**config.mk**
```make
export PLATFORM = sky130hd
export DESIGN_NAME = xor_gate_flat
export DESIGN_NICKNAME = d
export VERILOG_FILES = /design/src/rtl/xor_gate_if.sv /design/src/rtl/xor_gate.sv /design/src/flat_wrapper.sv
export SDC_FILE = /design/constraint.sdc
export NUM_CORES = 1
export LEC_CHECK = 0
export ABC_AREA = 1
export BUFFER_PORTS_ARGS = -buffer_cell sky130_fd_sc_hd__clkbuf_2
export CELL_PAD_IN_SITES_DETAIL_PLACEMENT = 0
export CELL_PAD_IN_SITES_GLOBAL_PLACEMENT = 1
export CORE_AREA = 2 2 39 41
export DETAILED_ROUTE_END_ITERATION = 10
export DIE_AREA = 0 0 41 43
export GPL_TIMING_DRIVEN = 0
export PLACE_DENSITY = 0.63
export SYNTH_ARGS = -nofsm -noshare
export SYNTH_HDL_FRONTEND = slang
export SYNTH_SLANG_ARGS = --single-unit
```
**constraint.sdc**
```tcl
create_clock -name clk -period 1.85 [get_ports clk]
set_input_delay 0.4625 -clock clk [delete_from_list [all_inputs] [get_ports clk]]
set_output_delay 0.4625 -clock clk [all_outputs]
set_load 0.005 [all_outputs]
```
**src/rtl/xor_gate_if.sv**
```systemverilog
// Operand/result bundle for xor_gate: operands with in_valid in, registered result out.
// Latency: n/a (wires only); the producer drives operands, the xor_gate side drives results.
// Backpressure: none; out_valid is a one-cycle strobe the consumer must take immediately.
// Optional parity wire exists only when XOR_GATE_PARITY_EN is defined.
interface xor_gate_if #(
  parameter int N = 4
);
  logic         in_valid;
  logic [N-1:0] A_num;
  logic [N-1:0] B_num;
  logic [N-1:0] result;
  logic         sign;
  logic         out_valid;
`ifdef XOR_GATE_PARITY_EN
  logic         parity;

  // Producer/consumer side of the XOR unit
  modport master (
    output in_valid, A_num, B_num,
    input  result, sign, out_valid, parity
  );

  // The XOR unit itself
  modport slave (
    input  in_valid, A_num, B_num,
    output result, sign, out_valid, parity
  );
`else
  // Producer/consumer side of the XOR unit
  modport master (
    output in_valid, A_num, B_num,
    input  result, sign, out_valid
  );

  // The XOR unit itself
  modport slave (
    input  in_valid, A_num, B_num,
    output result, sign, out_valid
  );
`endif
endinterface

```
**src/rtl/xor_gate.sv**
```systemverilog
// N-bit bitwise XOR with registered result, sign flag and valid strobe (optional parity via XOR_GATE_PARITY_EN).
// Latency: 1 cycle; operands accepted at edge k are on the outputs right after edge k, 1 op/cycle.
// Backpressure: none; out_valid is high only the cycle after each accepting edge, result/sign hold otherwise.
module xor_gate #(
  parameter int N = 4  // operand/result width, 1..64
) (
  input logic     clk,
  input logic     rst_n,
  xor_gate_if.slave bus
);

  logic [N-1:0] next_result;
  logic [N-1:0] result_q;
  logic         sign_q;
  logic         out_valid_q;
`ifdef XOR_GATE_PARITY_EN
  logic         parity_q;
`endif

  // Pure bitwise XOR: no carries, so there is no overflow to flag
  always_comb begin
    next_result = bus.A_num ^ bus.B_num;
  end

  // Output stage: capture on in_valid, otherwise hold data and drop the valid strobe.
  // Async reset discards anything in flight so it never reappears after release.
  always_ff @(posedge clk or negedge rst_n) begin
    if (!rst_n) begin
      result_q    <= '0;
      sign_q      <= 1'b0;
      out_valid_q <= 1'b0;
`ifdef XOR_GATE_PARITY_EN
      parity_q    <= 1'b0;
`endif
    end else begin
      out_valid_q <= bus.in_valid;
      if (bus.in_valid) begin
        result_q <= next_result;
        // MSB doubles as the two's-complement sign; for N=1 it is bit 0
        sign_q   <= next_result[N-1];
`ifdef XOR_GATE_PARITY_EN
        // 1 when the result carries an odd number of ones
        parity_q <= ^next_result;
`endif
      end
    end
  end

  // Every output is driven straight from a flop
  assign bus.result    = result_q;
  assign bus.sign      = sign_q;
  assign bus.out_valid = out_valid_q;
`ifdef XOR_GATE_PARITY_EN
  assign bus.parity    = parity_q;
`endif

endmodule

```
**src/flat_wrapper.sv**
```systemverilog
// flat-port wrapper written by rule: the top's interface ports become plain ports
module xor_gate_flat 
#(
  parameter int N = 4                                
)
  (clk, rst_n, bus_in_valid, bus_A_num, bus_B_num, bus_result, bus_sign, bus_out_valid);
  xor_gate_if #(.N(N)) bus_i ();
  input logic clk;
  input logic rst_n;
  input wire logic [$bits(bus_i.in_valid)-1:0] bus_in_valid;
  input wire logic [$bits(bus_i.A_num)-1:0] bus_A_num;
  input wire logic [$bits(bus_i.B_num)-1:0] bus_B_num;
  output wire logic [$bits(bus_i.result)-1:0] bus_result;
  output wire logic [$bits(bus_i.sign)-1:0] bus_sign;
  output wire logic [$bits(bus_i.out_valid)-1:0] bus_out_valid;
  assign bus_i.in_valid = bus_in_valid;
  assign bus_i.A_num = bus_A_num;
  assign bus_i.B_num = bus_B_num;
  assign bus_result = bus_i.result;
  assign bus_sign = bus_i.sign;
  assign bus_out_valid = bus_i.out_valid;
  xor_gate #(.N(N)) u_core (.clk(clk), .rst_n(rst_n), .bus(bus_i));
endmodule
```
-- After elaboration in Yosys (flattened, before gate mapping)
Cells that the tools add are included.
- bitwise logic cells: 1
- operators by type and width (kind ; count):
    $xor 4x4->4 ; 1
- register bits: 6

-- Longest topological paths before layout
- depth in word-level cells: 1
- mapped depth: 4
- depth with buffers taken out: 4

-- Worst setup path after synthesis
Ideal clock, no wire load.
- kind: register to output
- from: register u_core.bus.sign (netlist name)
- to: output port bus_result[3]
- data required time: 1.387 ns
- arrival time: 0.514 ns
- cell stages (with the launch flop): 2
- setup slack: 0.873 ns
- path through: dfrtp_1 > buf_4
- RTL lines (what ; RTL line ; RTL):
    to (decl) ; flat_wrapper.sv:13 ; output wire logic [$bits(bus_i.result)-1:0] bus_result;

==> reports/metrics.cfg <==
[timing]
min_period_over_period = 0.7126
slew_headroom = 0.9145
fin_worst_skew_ns = 0
drv_slew = 0
finalSetupViolCount = 0
tightest_slew_ns = 0.1283
period_needed_ns = 1.318
max_freq_mhz = 758.5
setup_tns_ns = 0
rsz0062_at_grt = no
timing_hold_violations_final = 0

[route]
via_per_inst = 3.662
vias = 260
first_pass_iters = 4
routed_wl_um = 495
drtAntennaViolNets = 0
drtIter0Drc = 4
wl_per_cell_um = 6.972
drc = 0

[critical_path]
cp-end-kind = output pin
r2r_cells = 2
worst_path_max_delay_cell = dfrtp_1
ff2ff_setup_slack_ns = 1.22
critPathRequiredTime_ns = 1.39
cp_num_buf_inv = 2
reg2reg_to = u_core.bus.sign
cp_cell_sequence = buf_4 > clkbuf_2
slowest_delay_ns = 0.39
critPathMaxFanout = 3
crit_family = flip-flops
path_class = flip-flop to output pin
critPathLaunchType = flip-flop
r2r_start = u_core.bus.sign
cp.arrival_ns = 0.86

[power_and_ir_drop]
intPower_uw = 227.9
p_leak_uw = 0.0002444
combPwrFrac = 0.169
power_density_nw_per_um2 = 802.2
p_seq_frac = 0.421
p_sw_frac = 0.2379
irDropWorstVdd_mv = 0.2800
p_sw_uw = 71.16
total_power_uw = 299.1
clkPwrFrac = 0.410

[synth]
async_flop_share = 1.000
synth-edff-count = 0
ys.flop_type = dfrtp_1
synth_area_leader_cell = dfrtp_1
postSynthRegisterBits = 5
ys_top_cells_by_area = dfrtp_1 51%, nand2_1 24%, inv_1 12%, nand3_1 8.1%, buf_4 3.0%
synth_commonest_cells = 16 x nand2_1, 8 x inv_1, 5 x dfrtp_1, 4 x nand3_1
synthCells = 35
yosysWarnings = 0
syn_area_per_cell_um2 = 7.042
synth.distinct_cells = 6
synth_most_common_cell = nand2_1
yosysSeqAreaShare = 0.5076
netlist.area_leader.share = 0.5076
synth_area_um2 = 246.5
syn_nets = 46

[placed_design]
port_buffers = 16
place_hpwl_um = 434.6
place.gp.congestion = 0.6389

[global_routing]
grt_pass1_vias = 250
antenna_found_initial = 0
grt_max_degree = 7
grt_pass1_wl_um = 848
grt_overflow = 0
track_usage = 0.07661

[floorplan]
dieArea_um2 = 1763
initial_utilization = 0.1781
die_x_um = 41
ios = 17
fp.dieH_um = 43
rows = 14
coreArea_um2 = 1384

[flow_run]
max_cap_viol_count = 0

[clock_network]
cts_root_buf = clkbuf_4
ctsHoldBuffers = 0
clkTransAtPathRegs_ns = 0.04
numCtsBuffers = 3
cts_max_path_buffers = 2
cts.repair.resized = 0
post_cts_buffers = 0
cts_tree = yes
htreeDepth = 1
cts_sinks = 5
clock_latency_ns = 0.23

[hold_path]
worstHoldPathType = primary input to async pin

[cells_and_area]
area_delta_synth_final_pct = 51.27
finalNetCount = 67
n_antenna_cell = 0
num-fill-cells = 162
drive_gt1_frac = 0.3818

[run_status]
status = finished, final reports clean

## area by class of cell
type	instances	area (um2)	area share
Tap cell	16	20.02	0.05369
Buffer	1	7.507	0.02013
Multi-Input combinational cell	20	80.08	0.2148
Timing Repair Buffer	16	80.08	0.2148
Sequential cell	5	125.1	0.3356
Clock buffer	4	26.28	0.07047
Inverter	9	33.78	0.09060
## worst max-delay path by stage
stage	cells past startpoint	start	to	slack, ns
3_3_place_gp	2	u_core.bus.sign	bus_result[3]	0.79
3_5_place_dp	2	u_core.bus.sign	bus_result[3]	0.78
2_1_floorplan	1	u_core.bus.sign	bus_result[3]	0.87
5_1_grt	2	u_core.bus.sign	bus_result[3]	0.49
4_1_cts	2	u_core.bus.sign	bus_result[3]	0.52
6_report	2	u_core.bus.sign	bus_result[3]	0.53
## placed cells by master (no fill, tap or decap)
cell type  Yosys  layout
clkbuf_1       0       1
clkbuf_2       0      16
nand2_1       16      16
inv_2          1       1
dfrtp_1        5       5
clkbuf_4       0       3
inv_1          8       8
nand3_1        4       4
buf_4          1       1
## worst reg2reg max path: stages (launching register included)
cell     delay [ns]
dfrtp_1        0.39
nand2_1        0.08
nand2_1        0.05
## cell families (layout without fill, tap and decap cells)
family                 count (synthesis)  after routing  synth area share
and+or+nand+nor                       20             20            0.3249
buffers and inverters                 10             30            0.1675
DFF                                    5              5            0.5076
## power groups by stage
stage	clock (uW)	sequential, uW	combinational, uW
floorplan	0	128	20.2
global placement	0	127	51.0
detailed placement	0	128	52.2
CTS	131	126	52.3
global route	140	127	59.0
finish	123	126	50.5
## routing by layer
layer	up-vias	global-route usage	wire, um
li1	140	-	-
met1	112	0.05537	180
met2	8	0.1281	266
met3	0	0.06283	48
met4	0	0.04000	0
met5	-	0	0
## sequential cells by signal, indices dropped and copies added (netlist names)
| register | cells |
|---|---|
| u_core.bus.result | 3 |
| u_core.bus.out_valid | 1 |
| u_core.bus.sign | 1 |
## through the flow
| step | instance area, um2 | cells | hold slack, ns | worst slack, ns | util |
|---|---|---|---|---|---|
| 5_1_grt | 372.9 | 71 | 0.02545 | 0.4864 | 0.2694 |
| 3_5_place_dp | 346.6 | 67 | 0.2844 | 0.7789 | 0.2505 |
| 4_1_cts | 372.9 | 71 | 0.02101 | 0.5190 | 0.2694 |
| 6_report | 372.9 | 71 | 0.02927 | 0.5316 | 0.2694 |
| 3_3_place_gp | 346.6 | 67 | 0.2843 | 0.7904 | 0.2505 |
| 2_1_floorplan | 246.5 | 35 | 0.1669 | 0.8732 | - |
Power figures use the tool's default switching activity.
